<file path="src/rtl/dds_ctrl_loader.sv">
// Serial loader for the DDS accumulator control words: receives K/P frames from a host,
// holds them in shadow registers and commits them atomically to the accumulator outputs.
module dds_ctrl_loader #(
    parameter logic [31:0] K_RST      = 32'd0,
    parameter logic [10:0] P_RST      = 11'd0,
    parameter bit          AUTO_APPLY = 1'b0
) (
    input  logic        clk,
    input  logic        rst,
    input  logic        sclk,
    input  logic        cs_n,
    input  logic        mosi,
    output logic [31:0] k_out,
    output logic [10:0] p_out,
    output logic        upd,
    output logic        busy,
    output logic        frame_err
);

    localparam int unsigned K_W   = 32;
    localparam int unsigned P_W   = 11;
    localparam int unsigned CMD_W = 8;
    localparam int unsigned CNT_W = 6;

    localparam logic [CMD_W-1:0] CMD_K     = 8'h01;
    localparam logic [CMD_W-1:0] CMD_P     = 8'h02;
    localparam logic [CMD_W-1:0] CMD_APPLY = 8'h03;

    localparam logic [CNT_W-1:0] CMD_LAST = CNT_W'(CMD_W - 1);
    localparam logic [CNT_W-1:0] K_LAST   = CNT_W'(31);
    localparam logic [CNT_W-1:0] P_LAST   = CNT_W'(15);

    typedef enum logic [2:0] {
        S_IDLE     = 3'd0,
        S_CMD      = 3'd1,
        S_DATA     = 3'd2,
        S_WAIT_END = 3'd3,
        S_ERR      = 3'd4
    } state_t;

    state_t state_q, state_d;

    logic [2:0]       sclk_sync_q;
    logic [2:0]       cs_sync_q;
    logic [1:0]       mosi_sync_q;
    logic             sclk_rise_q;
    logic             cs_fall_q;
    logic             cs_rise_q;
    logic             mosi_bit_q;
    logic [2:0]       sync_vld_q;
    logic             armed_q;

    logic [CNT_W-1:0] cnt_q;
    logic [CMD_W-1:0] cmd_q;
    logic [K_W-1:0]   temp_q;
    logic [K_W-1:0]   k_shadow_q, k_shadow_d;
    logic [P_W-1:0]   p_shadow_q, p_shadow_d;
    logic [K_W-1:0]   k_out_q;
    logic [P_W-1:0]   p_out_q;
    logic             upd_q;
    logic             busy_q;
    logic             frame_err_q;

    logic             shift_cmd_c;
    logic             shift_data_c;
    logic             clr_cnt_c;
    logic             load_k_c;
    logic             load_p_c;
    logic             commit_c;
    logic             err_c;
    logic [CMD_W-1:0] cmd_full_c;
    logic [CNT_W-1:0] data_last_c;

    // Synchronisers plus a registered edge/event stage shared by all three host lines
    always_ff @(posedge clk) begin
        if (rst) begin
            sclk_sync_q <= 3'b000;
            cs_sync_q   <= 3'b111;
            mosi_sync_q <= 2'b00;
            sclk_rise_q <= 1'b0;
            cs_fall_q   <= 1'b0;
            cs_rise_q   <= 1'b0;
            mosi_bit_q  <= 1'b0;
            sync_vld_q  <= 3'b000;
            armed_q     <= 1'b0;
        end else begin
            sclk_sync_q <= {sclk_sync_q[1:0], sclk};
            cs_sync_q   <= {cs_sync_q[1:0], cs_n};
            mosi_sync_q <= {mosi_sync_q[0], mosi};
            sclk_rise_q <= sclk_sync_q[1] & ~sclk_sync_q[2];
            cs_fall_q   <= ~cs_sync_q[1] & cs_sync_q[2];
            cs_rise_q   <= cs_sync_q[1] & ~cs_sync_q[2];
            mosi_bit_q  <= mosi_sync_q[1];
            sync_vld_q  <= {sync_vld_q[1:0], 1'b1};
            // A frame may only start once cs_n has genuinely been seen high since reset
            armed_q     <= armed_q | (sync_vld_q[2] & cs_sync_q[2]);
        end
    end

    assign cmd_full_c  = {cmd_q[CMD_W-2:0], mosi_bit_q};
    assign data_last_c = (cmd_q == CMD_K) ? K_LAST : P_LAST;

    // State register
    always_ff @(posedge clk) begin
        if (rst) begin
            state_q <= S_IDLE;
        end else begin
            state_q <= state_d;
        end
    end

    // Next-state logic; cs_n rise takes priority over a coincident sclk edge
    always_comb begin
        state_d = state_q;
        case (state_q)
            S_IDLE: begin
                if (cs_fall_q && armed_q) state_d = S_CMD;
            end
            S_CMD: begin
                if (cs_rise_q) begin
                    state_d = S_IDLE;
                end else if (sclk_rise_q && (cnt_q == CMD_LAST)) begin
                    case (cmd_full_c)
                        CMD_K, CMD_P: state_d = S_DATA;
                        CMD_APPLY:    state_d = S_WAIT_END;
                        default:      state_d = S_ERR;
                    endcase
                end
            end
            S_DATA: begin
                if (cs_rise_q) begin
                    state_d = S_IDLE;
                end else if (sclk_rise_q && (cnt_q == data_last_c)) begin
                    state_d = S_WAIT_END;
                end
            end
            S_WAIT_END: begin
                if (cs_rise_q) begin
                    state_d = S_IDLE;
                end else if (sclk_rise_q) begin
                    state_d = S_ERR;
                end
            end
            S_ERR: begin
                if (cs_rise_q) state_d = S_IDLE;
            end
            default: state_d = S_IDLE;
        endcase
    end

    // Output/strobe decode
    always_comb begin
        shift_cmd_c  = 1'b0;
        shift_data_c = 1'b0;
        clr_cnt_c    = 1'b0;
        load_k_c     = 1'b0;
        load_p_c     = 1'b0;
        commit_c     = 1'b0;
        err_c        = 1'b0;
        case (state_q)
            S_IDLE: begin
                clr_cnt_c = 1'b1;
            end
            S_CMD: begin
                if (cs_rise_q) begin
                    err_c = 1'b1;
                end else if (sclk_rise_q) begin
                    shift_cmd_c = 1'b1;
                    clr_cnt_c   = (cnt_q == CMD_LAST);
                end
            end
            S_DATA: begin
                if (cs_rise_q) begin
                    err_c = 1'b1;
                end else if (sclk_rise_q) begin
                    shift_data_c = 1'b1;
                end
            end
            S_WAIT_END: begin
                if (cs_rise_q) begin
                    load_k_c = (cmd_q == CMD_K);
                    load_p_c = (cmd_q == CMD_P);
                    commit_c = (cmd_q == CMD_APPLY) ||
                               (AUTO_APPLY && ((cmd_q == CMD_K) || (cmd_q == CMD_P)));
                end
            end
            S_ERR: begin
                err_c = cs_rise_q;
            end
            default: ;
        endcase
    end

    always_comb begin
        k_shadow_d = load_k_c ? temp_q : k_shadow_q;
        p_shadow_d = load_p_c ? temp_q[P_W-1:0] : p_shadow_q;
    end

    // Frame datapath, shadows and active outputs
    always_ff @(posedge clk) begin
        if (rst) begin
            cnt_q       <= '0;
            cmd_q       <= '0;
            temp_q      <= '0;
            k_shadow_q  <= K_RST;
            p_shadow_q  <= P_RST;
            k_out_q     <= K_RST;
            p_out_q     <= P_RST;
            upd_q       <= 1'b0;
            busy_q      <= 1'b0;
            frame_err_q <= 1'b0;
        end else begin
            if (clr_cnt_c) begin
                cnt_q <= '0;
            end else if (shift_cmd_c || shift_data_c) begin
                cnt_q <= cnt_q + CNT_W'(1);
            end
            if (shift_cmd_c)  cmd_q  <= cmd_full_c;
            if (shift_data_c) temp_q <= {temp_q[K_W-2:0], mosi_bit_q};
            k_shadow_q <= k_shadow_d;
            p_shadow_q <= p_shadow_d;
            if (commit_c) begin
                k_out_q <= k_shadow_d;
                p_out_q <= p_shadow_d;
            end
            upd_q       <= commit_c;
            busy_q      <= (state_d != S_IDLE);
            frame_err_q <= err_c;
        end
    end

    assign k_out     = k_out_q;
    assign p_out     = p_out_q;
    assign upd       = upd_q;
    assign busy      = busy_q;
    assign frame_err = frame_err_q;

endmodule

</file>
<file path="config.mk">
export PLATFORM = sky130hd
export DESIGN_NAME = dds_ctrl_loader
export DESIGN_NICKNAME = d
export VERILOG_FILES = /design/src/rtl/dds_ctrl_loader.sv
export SDC_FILE = /design/constraint.sdc
export NUM_CORES = 1
export LEC_CHECK = 0
export BUFFER_PORTS_ARGS = -buffer_cell sky130_fd_sc_hd__buf_2
export CAP_MARGIN = 20
export CORE_MARGIN = 2
export CORE_UTILIZATION = 52
export DETAILED_ROUTE_END_ITERATION = 12
export HOLD_SLACK_MARGIN = 0.05
export PLACE_DENSITY = 0.75
export SLEW_MARGIN = 20
export SYNTH_ARGS = -nofsm -noshare
export SYNTH_HDL_FRONTEND = slang
export SYNTH_SLANG_ARGS = --single-unit
</file>
<file path="constraint.sdc">
create_clock -name clk -period 1.63 [get_ports clk]
set_input_delay 0.0815 -clock clk [delete_from_list [all_inputs] [get_ports clk]]
set_output_delay 0.0815 -clock clk [all_outputs]
set_load 0.01 [all_outputs]
</file>
; After elaboration in Yosys (flattened, before gate mapping)
; Cells that the tools add are included.
[totals]
regBits = 154
input_bits = 5
output_inout_bits = 46
elab_cells = 80
[classes]
n_addsub = 1
n_eq_ne = 12
mux = 29
n_bitwise = 8
reduce_logical = 9
[op_table]
columns = op, n
row1 = $eq 8x2->1 const B, 4
row2 = $mux 32, 1
row3 = $mux 3, 8
row4 = $eq 8x1->1 const B, 2
row5 = $pmux 3 s5, 1
row6 = $mux 1, 14
row7 = $mux 11, 1
row8 = $add 6x1->6 const B, 1
row9 = $eq 3x2->1 const B, 2
row10 = $eq 6x3->1 const B, 1
row11 = $eq 6x5->1, 1
row12 = $pmux 3 s2, 1
row13 = $reduce_or 2->1, 3
row14 = $mux 5, 1
row15 = $and 1x1->1, 4
row16 = $pmux 1 s2, 2
row17 = $eq 3x1->1 const B, 1
row18 = $eq 3x3->1 const B, 1
row19 = $logic_and 1x1->1, 3
row20 = $logic_not 3->1, 1
row21 = $not 1->1, 3
row22 = $reduce_bool 3->1, 1
row23 = $logic_or 1x1->1, 1
row24 = $or 1x1->1, 1

; Longest topological paths before layout
; Gate-level depths: netlist of the first run.
[depth]
depth_word = 8
depth_mapped = 9

; Least setup slack after synthesis of the first run
; No wires, ideal clock.
[synth_timing]
path_type = register to register
from = register cmd_q[6]
to = register k_out_q[19], in the netlist k_out[19]
arrival_ns = 1.705
t_required_ns = 1.544
path_slack_ns = -0.161
path_stages_with_launch = 8
path_buffers = 2
period_less_slack_ns = 1.791
cell_sequence = dfxtp_1 nor4_4 nand3b_1 or3_1 buf_6 buf_6 mux2i_1 a211oi_1
[synth_via]
elab_chain_len = 4
elab_cells_between_ends = 7
[synth_lines]
columns = element, line
row1 = "start, declared", 54  ; logic [CMD_W-1:0] cmd_q;
row2 = "start signal, assigned", 218  ; if (shift_cmd_c) cmd_q <= cmd_full_c;
row3 = $eq 8x1->1, 181  ; load_k_c = (cmd_q == CMD_K);
row4 = $mux 1, 180  ; if (cs_rise_q) begin
row5 = $mux 1, 160  ; case (state_q)
row6 = $mux 32, 195  ; k_shadow_d = load_k_c ? temp_q : k_shadow_q;
row7 = "end signal, assigned", 223  ; k_out_q <= k_shadow_d;
row8 = "end, declared", 58  ; logic [K_W-1:0] k_out_q;
; Parallel ways exist; a longest one is shown, timed or not.
; A chain may end at the register's enable or synchronous reset.

; Worst setup path in the final report of the first run
[layout_timing]
from = register cmd_q[7]
to = register k_out_q[29], in the netlist k_out[29]
; Same word-level chain as after synthesis.

==> results of run 1 <==
## report_power, final
part           switching, mW  internal, mW
logic                 0.0713        0.0327
registers            0.00575          3.78
clock network           1.43          2.24
total                   1.51          6.06
## path summary, 6_finish.rpt
path                                    end  cells after the start  slack [ps]            from
worst max-delay path              k_out[29]                      6        -200        cmd_q[7]
worst min-delay path            sclk_rise_q                      1         380  sclk_sync_q[2]
worst max register to register    k_out[29]                      6        -200        cmd_q[7]
worst min register to register  sclk_rise_q                      1         380  sclk_sync_q[2]
## metrics by stage
stage	instance area, µm²	setup slack, ps
finish	7070	-205
global route	7070	-262
CTS	6770	-179
detailed placement	6050	-317
global placement	6050	-254
floorplan	5470	-153
## registers in the layout, indices dropped and copies added (netlist names), 2 cells and up
name	count
k_out	32
k_shadow_q	32
temp_q	32
p_out	11
p_shadow_q	11
cmd_q	8
cnt_q	6
cs_sync_q	3
sclk_sync_q	3
state_q	3
sync_vld_q	3
mosi_sync_q	2
## metal layers
| layer | GRT usage [%] | up-vias |
|---|---|---|
| met4 | 7.05 | 0 |
| met2 | 34.2 | 74 |
| met3 | 5.76 | 13 |
| met1 | 26.3 | 2066 |
| met5 | 0 | - |
| li1 | - | 2158 |
## logic make-up (layout without fill, tap and decap cells)
group	count (synthesis)	after routing	synth area share [%]
compound gates	100	100	11.1
xor+xnor	7	7	1.12
fa+ha+maj	1	1	0.229
buf+inv	47	140	4.08
flops	154	154	56.5
mux	41	41	7.52
simple gates	247	247	19.4
## cell usage in the layout (no fill, tap or decap), drive strengths merged, types with 2 or more instances in the layout
master / count
nor2b: 9
nor2: 90
and3: 3
nand2b: 3
buf: 97
dfxtp: 154
bufinv: 2
clkbuf: 24
a21oi: 57
xnor2: 2
and4: 2
mux2i: 41
or2: 4
a31oi: 2
dlygate4sd3: 7
or3: 3
a211oi: 32
nand2: 116
o21ai: 2
nor3: 3
xor2: 5
clkinv: 5
inv: 5
nor4: 4
nand4: 5
## worst max-delay path: stages, from the launching register on
cell	delay (ps)
dfxtp_2	340
nor4_4	280
nand3b_1	130
or3_4	390
buf_12	180
mux2i_2	170
a211oi_1	230
## what timing repair did
action / 4_1_cts / 5_1_grt
endpoints found under the hold margin: 18 / 0
gates cloned: 0 / 2
hold buffers: 7 / 0
pin swaps: 4 / 17
gates resized for setup: 18 / 44
endpoints found under the setup margin: 66 / 93
setup buffers: 1 / 7
## layout make-up
class                   count  area share, %
flip-flops and latches    154           43.7
multi-input cells         396           34.7
repair buffers            105           11.1
clock buffers              23           6.46
well taps                 136           2.41
clock inverters             8           1.33
inverters                   4          0.213
==> flow_summary_export.csv, run 1 <==
group,metric,value,unit
status,status,"finished with violations",
status,violations,"setup timing",
routing,postRouteAntennaNets,0,
finish,multi_input_area,2450,µm²
global_routing,overflow,0,
cts,clkTransAtPathRegs,60,ps
floorplan,start_util,53.3,%
hold_path,holdCritPathClass,"reg -> reg",
routing,wl_met2,5.98,mm
sta,slew_violations,0,
finish,final_layout_size_suffix_gt1_share,26.4,%
finish,final_cells,826,
global_routing,antenna_found_initial,0,
synthesis,synthesis.nets,603,
floorplan,die_y,106,µm
routing,drt_iter0_markers,160,
finish,antenna_cells,0,
sta,tightest_slew,687,ps
cts,cts_num_sinks,154,
cts,cts_tree,"built",
cts,clk_latency,530,ps
flow_run,maxCapViolCount,0,
finish,nets,684,
synthesis,yosys-top-cells-count,"dfxtp_1 (154), nand2_1 (116), nor2_1 (90), a21oi_1 (57), mux2i_1 (41)",
sta,fin_crit_sh,113,%
power_and_ir_drop,power_density,1070,nW/µm²
cts,cts_root_buffer,"clkbuf_8",
routing,met1_length,5.31,mm
sta,hold_violations,0,
synthesis,synth_cells,597,
critical_path,end_kind,"register",
critical_path,crit_fanout,18,
floorplan,die_w,106,µm
routing,first_pass_iters,4,
synthesis,synth.yosys.warnings,0,
sta,setup_slack,-205,ps
routing,num_vias,4311,
routing,wl_met3,435,µm
routing,highest_layer,"met4",
synthesis,synth_area_leaders,"dfxtp_1 (57%), nand2_1 (8.0%), mux2i_1 (7.5%)",
synthesis,ys.flop_type,"dfxtp_1",
finish,areaGrowthSynthToFinish,29.5,%
place,placedCellCount,780,
critical_path,cp-start-kind,"register",
synthesis,synth.avg_cell_area,9.14,µm²
power_and_ir_drop,vdd_drop_max,631,µV
finish,fin_util,69.1,%
place,place.gp.congestion,0.805,
power_and_ir_drop,p_total,7.56,mW
sta,final.min_clock_period,1830,ps
synthesis,synth_most_common_cell,"dfxtp_1",
routing,vias_per_cell,5.22,
critical_path,crit_arrival,2270,ps
finish,seqCellArea,3090,µm²
global_routing,grt_use_total,20.8,%
sta,fin_setup_tns,-8940,ps
synthesis,ys_seq_area_share,56.5,%
floorplan,coreArea,10200,µm²
cts,cts.path.max_buffers,2,
critical_path,cp.required,2070,ps
cts,cts_buffers,17,
synthesis,ys_types,39,
sta,finalSetupViolations,64,
cts,ctsHtreeMaxLevel,4,
routing,wl_per_cell,14.4,µm
synthesis,synth_async_sr_flop_share,0,%
sta,whs,383,ps
synthesis,synth_edf_count,0,
routing,drt_wl_total,11.9,mm
place,port-buffer-count,50,
place,hpwl,6.89,mm
floorplan,dieArea,11300,µm²
floorplan,rows,37,
power_and_ir_drop,leakagePower,2.85,nW
global_routing,grt_pass1_vias,4223,
routing,route.detailed.drc,0,
synthesis,synth_top_area_cell,"dfxtp_1",
global_routing,grt_max_degree,72,
sta,clock.fmax,0.545,GHz
sta,slew_headroom,54.2,%
synthesis,synth_top_area_share,56.5,%
global_routing,grt_first_pass_wirelength,18.9,mm
synthesis,netlist_area,5450,µm²
floorplan,boundaryPins,51,
synthesis,synth-seq-cells,154,
critical_path,path_class,"reg -> reg",
sta,rsz0062_at_grt,"yes",
finish,fillers,744,
sta,finalClockSkew,6.38,ps
Power figures use the tool's default switching activity.
==> run 2: changes to the inputs <==
CTS_BUF_LIST = sky130_fd_sc_hd__clkbuf_16   (was unset)
==> run 2 against run 1 <==
  * The flow still finishes with violations (setup timing)
  * Total power decreased by 0.76%
  * Clock power decreased by 1%
  * Maximum frequency increased by 0.54%
  * Setup slack improved by 9.9 ps
  * Global-route usage about the same
  * First-iteration DRC count increased by 17%
  * Die area unchanged
  * Clock-buffer cell count decreased by 6
  * Non-clock buffer count increased by 1
  * Largest power group unchanged
  * Highest routed layer unchanged
==> flow_summary_export.csv, run 2 (synthesis gave the netlist of run 1 again) <==
group,metric,value,unit
critical_path,cp_cell_sequence,"nor4_4 > nand3b_1 > or3_4 > buf_12 > mux2i_4 > a211oi_2",
status,status,"finished with violations",
finish,nets,685,
critical_path,end_kind,"register",
sta,slew_violations,0,
critical_path,crit_arrival,2160,ps
critical_path,max_stage_delay,390,ps
floorplan,die_w,106,µm
cts,cts_buffers,17,
global_routing,antenna_found_initial,0,
global_routing,grt_first_pass_wirelength,18.9,mm
global_routing,grt_max_degree,72,
global_routing,overflow,0,
routing,vias_per_cell,5.25,
floorplan,dieArea,11300,µm²
hold_path,holdCritPathClass,"reg -> reg",
finish,final_layout_size_suffix_gt1_share,25.8,%
cts,cts_tree,"built",
global_routing,grt_pass1_vias,4240,
finish,final_area,7050,µm²
place,placement.cell_area,6050,µm²
sta,tightest_slew,699,ps
sta,finalSetupViolations,64,
place,hpwl,6.89,mm
floorplan,rows,37,
finish,areaGrowthSynthToFinish,29.3,%
critical_path,crit_fanout,13,
power_and_ir_drop,vdd_drop_max,621,µV
finish,antenna_cells,0,
finish,multi_input_area,2440,µm²
sta,rsz0062_at_grt,"yes",
global_routing,grt_use_total,20.8,%
status,violations,"setup timing",
critical_path,cp.required,1960,ps
routing,drt_iter0_markers,187,
critical_path,path_class,"reg -> reg",
place,port-buffer-count,50,
critical_path,cp-start-kind,"register",
floorplan,boundaryPins,51,
power_and_ir_drop,p_total,7.51,mW
sta,whs,383,ps
power_and_ir_drop,leakagePower,2.89,nW
flow_run,maxCapViolCount,0,
routing,drt_wl_total,11.9,mm
sta,fin_crit_sh,112,%
sta,slew_headroom,53.4,%
routing,route.detailed.drc,0,
finish,final_common_cell,"dfxtp_1",
finish,final_cells,827,
cts,clkTransAtPathRegs,60,ps
place,placedCellCount,780,
floorplan,start_util,53.3,%
finish,fillers,744,
sta,finalClockSkew,6.06,ps
sta,final.min_clock_period,1820,ps
sta,hold_violations,0,
floorplan,coreArea,10200,µm²
cts,clk_latency,420,ps
finish,seqCellArea,3090,µm²
critical_path,worst_path_max_delay_cell,"or3_4",
cts,cts.path.max_buffers,2,
routing,num_vias,4339,
routing,wl_per_cell,14.3,µm
floorplan,die_y,106,µm
place,place_ws,-317,ps
cts,cts_num_sinks,154,
finish,final_cell_mix,"dfxtp_1 (150), nand2_1 (114), nor2_1 (89)",
place,place.gp.congestion,0.805,
sta,clock.fmax,0.548,GHz
routing,first_pass_iters,4,
routing,postRouteAntennaNets,0,
power_and_ir_drop,power_density,1060,nW/µm²
cts,cts_root_buffer,"clkbuf_16",
sta,setup_slack,-195,ps
cts,ctsHtreeMaxLevel,4,
run 2: changes by cell type in the layout (fill, tap and decap cells not counted), moves of 2 or more:
| cell | before | now |
|---|---|---|
| inv_1 | 4 | 8 |
| mux2i_2 | 12 | 8 |
| clkinv_1 | 0 | 2 |
| mux2i_1 | 23 | 27 |
| clkbuf_8 | 3 | 0 |
| clkbuf_1 | 4 | 0 |
run 2: routing by layer:
layer,global-route usage (%),wire length [µm]
met3,5.82,481
met2,34.6,5970
met1,26.2,5270
met5,0,0
met4,6.86,134
run 2: metrics by stage:
stage	util (%)	setup TNS [ps]
2_1_floorplan	-	-6950
3_3_place_gp	59.2	-11720
3_5_place_dp	59.2	-15390
4_1_cts	66.1	-7930
5_1_grt	68.9	-12090
6_report	68.9	-8810
run 2: cell type report:
cell class / count / share of cell area [%]
well taps: 136 / 2.41
clock inverters: 14 / 1.65
inverters: 4 / 0.213
repair buffers: 106 / 11.3
flip-flops and latches: 154 / 43.8
multi-input cells: 396 / 34.7
clock buffers: 17 / 6.03
run 2: what timing repair did:
item | CTS | global route
cloned | 0 | 2
resized for setup | 18 | 41
hold buffers | 7 | 0
hold endpoints to repair | 12 | 0
endpoints found under the setup margin | 66 | 92
setup buffers | 1 | 7
pin swaps | 4 | 16
run 2: final timing paths:
| kind | from | to | slack (ps) | depth (start not counted) |
|---|---|---|---|---|
| worst max-delay path | cmd_q[7] | k_out[3] | -190 | 6 |
| worst min register to register | sclk_sync_q[2] | sclk_rise_q | 380 | 1 |
| worst max register to register | cmd_q[7] | k_out[3] | -190 | 6 |
| worst min-delay path | sclk_sync_q[2] | sclk_rise_q | 380 | 1 |
run 2: where the power goes:
| group | internal (mW) | switching, mW | leakage, nW |
|---|---|---|---|
| Combinational | 0.0327 | 0.0717 | 1.36 |
| Clock | 2.20 | 1.42 | 0.286 |
| Sequential | 3.78 | 0.00571 | 1.24 |
run 2: critical path: cells and delay by family (launching register included):
| kind | cells | cell delay [ps] |
|---|---|---|
| simple gates | 3 | 810 |
| flops | 1 | 330 |
| mux | 1 | 200 |
| compound gates | 1 | 200 |
| buf+inv | 1 | 190 |
==> run 3: changes to the inputs <==
ABC_AREA = 1   (was unset)
CORE_UTILIZATION = 53   (was 52)
PLACE_DENSITY = 0.76   (was 0.75)
==> run 3 against run 2 <==
  * The run now ends clean
  * Core utilization is 3.2 points lower
  * Sequential power hardly changed
  * Register-to-register slack better by 270 ps
  * Hold slack worse by 210 ps
  * Synthesized area is 7.8% higher
  * Cell count is 20% higher
  * Critical path depth is 4 higher
  * Sequential share of layout area is 0.38 points lower
  * Clock-buffer cell count stayed put
  * Clock skew is 1.5 ps higher
  * Critical endpoint is now p_out[5]
==> flow_summary_export.csv, run 3 <==
group,metric,value,unit
status,status,"finished, final reports clean",
global_routing,grt_use_total,21.2,%
power_and_ir_drop,netSwitchingFraction,19.8,%
power_and_ir_drop,leakagePower,3.44,nW
finish,final_layout_size_suffix_gt1_share,15.7,%
global_routing,overflow,0,
synthesis,synth_top_area_cell,"dfxtp_1",
finish,final_cell_mix,"dfxtp_1 (149), inv_1 (130), nand2_1 (118)",
routing,wl_per_cell,12.3,µm
floorplan,coreArea,10800,µm²
finish,areaGrowthSynthToFinish,21.2,%
synthesis,synth_area_leaders,"dfxtp_1 (52%), inv_1 (8.4%), nand2_1 (7.9%)",
sta,clock.fmax,0.642,GHz
finish,final_area,7120,µm²
global_routing,antenna_found_initial,0,
synthesis,synth_top_area_share,52.4,%
power_and_ir_drop,switchingPower,1.57,mW
floorplan,dieArea,12000,µm²
floorplan,boundaryPins,51,
sta,slew_violations,0,
cts,cts_tree,"built",
sta,whs,175,ps
sta,fin_setup_tns,0,ps
cts,cts.path.max_buffers,2,
finish,fillers,934,
synthesis,synth-seq-cells,154,
routing,vias_per_cell,4.97,
routing,postRouteAntennaNets,0,
sta,finalSetupViolations,0,
critical_path,cp.required,1930,ps
critical_path,end_kind,"register",
power_and_ir_drop,power_density,1110,nW/µm²
synthesis,synthesis.nets,788,
place,port-buffer-count,50,
finish,fin_util,65.7,%
critical_path,cp-start-kind,"register",
synthesis,synth.avg_cell_area,7.52,µm²
synthesis,synth.yosys.warnings,0,
sta,final.min_clock_period,1560,ps
cts,clk_latency,420,ps
synthesis,ys.flop_type,"dfxtp_1",
place,placement.cell_area,6300,µm²
routing,drt_wl_total,12.2,mm
routing,drt_iter0_markers,283,
sta,rsz0062_at_grt,"yes",
routing,first_pass_iters,5,
global_routing,grt_first_pass_wirelength,19.8,mm
synthesis,synth_async_sr_flop_share,0,%
sta,hold_violations,0,
power_and_ir_drop,internal-power,6.34,mW
finish,nets,843,
cts,cts_buffers,17,
synthesis,synth_edf_count,0,
cts,cts_num_sinks,154,
critical_path,crit_fanout,11,
sta,finalClockSkew,7.55,ps
cts,ctsHtreeMaxLevel,4,
place,hpwl,7.75,mm
finish,final_common_cell,"dfxtp_1",
hold_path,holdCritPathClass,"in -> reg",
global_routing,grt_max_degree,78,
sta,slew_headroom,48.1,%
critical_path,crit_arrival,1860,ps
floorplan,die_w,109,µm
floorplan,rows,38,
sta,tightest_slew,779,ps
routing,num_vias,4918,
synthesis,synth_cells,782,
critical_path,rrSetupSlack,70,ps
critical_path,path_class,"reg -> reg",
synthesis,ys_types,24,
power_and_ir_drop,combPwrFrac,1.3,%
synthesis,synth_most_common_cell,"dfxtp_1",
finish,antenna_cells,0,
routing,route.detailed.drc,0,
power_and_ir_drop,sequentialPowerShare,47.9,%
place,place.gp.congestion,0.884,
power_and_ir_drop,pwr-share-clk,50.9,%
floorplan,die_y,109,µm
flow_run,maxCapViolCount,0,
global_routing,grt_pass1_vias,4464,
sta,fin_crit_sh,95.6,%
sta,setup_slack,71.9,ps
synthesis,yosys-top-cells-count,"dfxtp_1 (154), inv_1 (131), nand2_1 (123), a21oi_1 (91), o21ai_0 (88)",
place,place_ws,6.71,ps
cts,cts_root_buffer,"clkbuf_16",
synthesis,netlist_area,5880,µm²
power_and_ir_drop,vdd_drop_max,702,µV
cts,clkTransAtPathRegs,60,ps
synthesis,ys_seq_area_share,52.4,%
floorplan,start_util,54.2,%
-- run 3: logic make-up (layout without fill, tap and decap cells) --
| group | count (synthesis) | after routing | synth area share [%] |
|---|---|---|---|
| simple gates | 251 | 251 | 18.3 |
| compound gates | 203 | 203 | 17.3 |
| buf+inv | 173 | 240 | 11.7 |
| flops | 154 | 154 | 52.4 |
| fa+ha+maj | 1 | 1 | 0.213 |
-- run 3: worst paths after layout --
check            startpoint     endpoint  cells past startpoint
max              state_q[2]     p_out[5]                     10
min reg2reg  sclk_sync_q[2]  sclk_rise_q                      1
min                     rst     cmd_q[1]                      4
max reg2reg      state_q[2]     p_out[5]                     10
-- run 3: critical path: stages, from the launching register on --
cell and delay (ps):
dfxtp_2 330, inv_2 70, nand3_2 80, nor3_4 210, buf_6 140, nand2_4 70
buf_12 150, nand2_1 70, o21ai_1 90, o21ai_1 160, inv_1 70
-- run 3: stage by stage --
step           total power [mW]  cells
2_1_floorplan              3.94    782
3_3_place_gp               3.96    949
3_5_place_dp               3.96    949
4_1_cts                    7.97    983
5_1_grt                    8.16    989
6_report                   7.91    989
-- run 3: power by group through the flow --
| stage | logic [mW] | registers [mW] | clock network [mW] |
|---|---|---|---|
| 6_report | 0.0991 | 3.79 | 4.02 |
| 5_1_grt | 0.112 | 3.79 | 4.26 |
| 4_1_cts | 0.0974 | 3.79 | 4.09 |
| 3_5_place_dp | 0.0920 | 3.87 | 0 |
| 3_3_place_gp | 0.0891 | 3.87 | 0 |
| 2_1_floorplan | 0.0673 | 3.87 | 0 |
-- run 3: final cells by class --
type	count	area (µm²)	share of cell area, %
Clock buffer	17	425	5.97
Sequential cell	154	3090	43.4
Clock inverter	14	180	2.53
Multi-Input combinational cell	455	2190	30.8
Tap cell	140	175	2.46
Timing Repair Buffer	76	557	7.82
Inverter	133	502	7.04
-- run 3: metal layers --
layer | vias up | GRT usage (%) | wire length [µm]
li1 | 2566 | - | -
met1 | 2202 | 25.1 | 5350
met2 | 124 | 36.4 | 6050
met3 | 26 | 5.33 | 509
met4 | 0 | 9.31 | 266
met5 | - | 0 | 0
-- run 3: what timing repair did --
action | CTS | global route
hold buffers | 3 | 0
buffers inserted | 0 | 3
cloned | 0 | 3
pin swaps | 1 | 8
gates resized for setup | 4 | 59
hold endpoints to repair | 3 | 0
endpoints found under the setup margin | 4 | 88
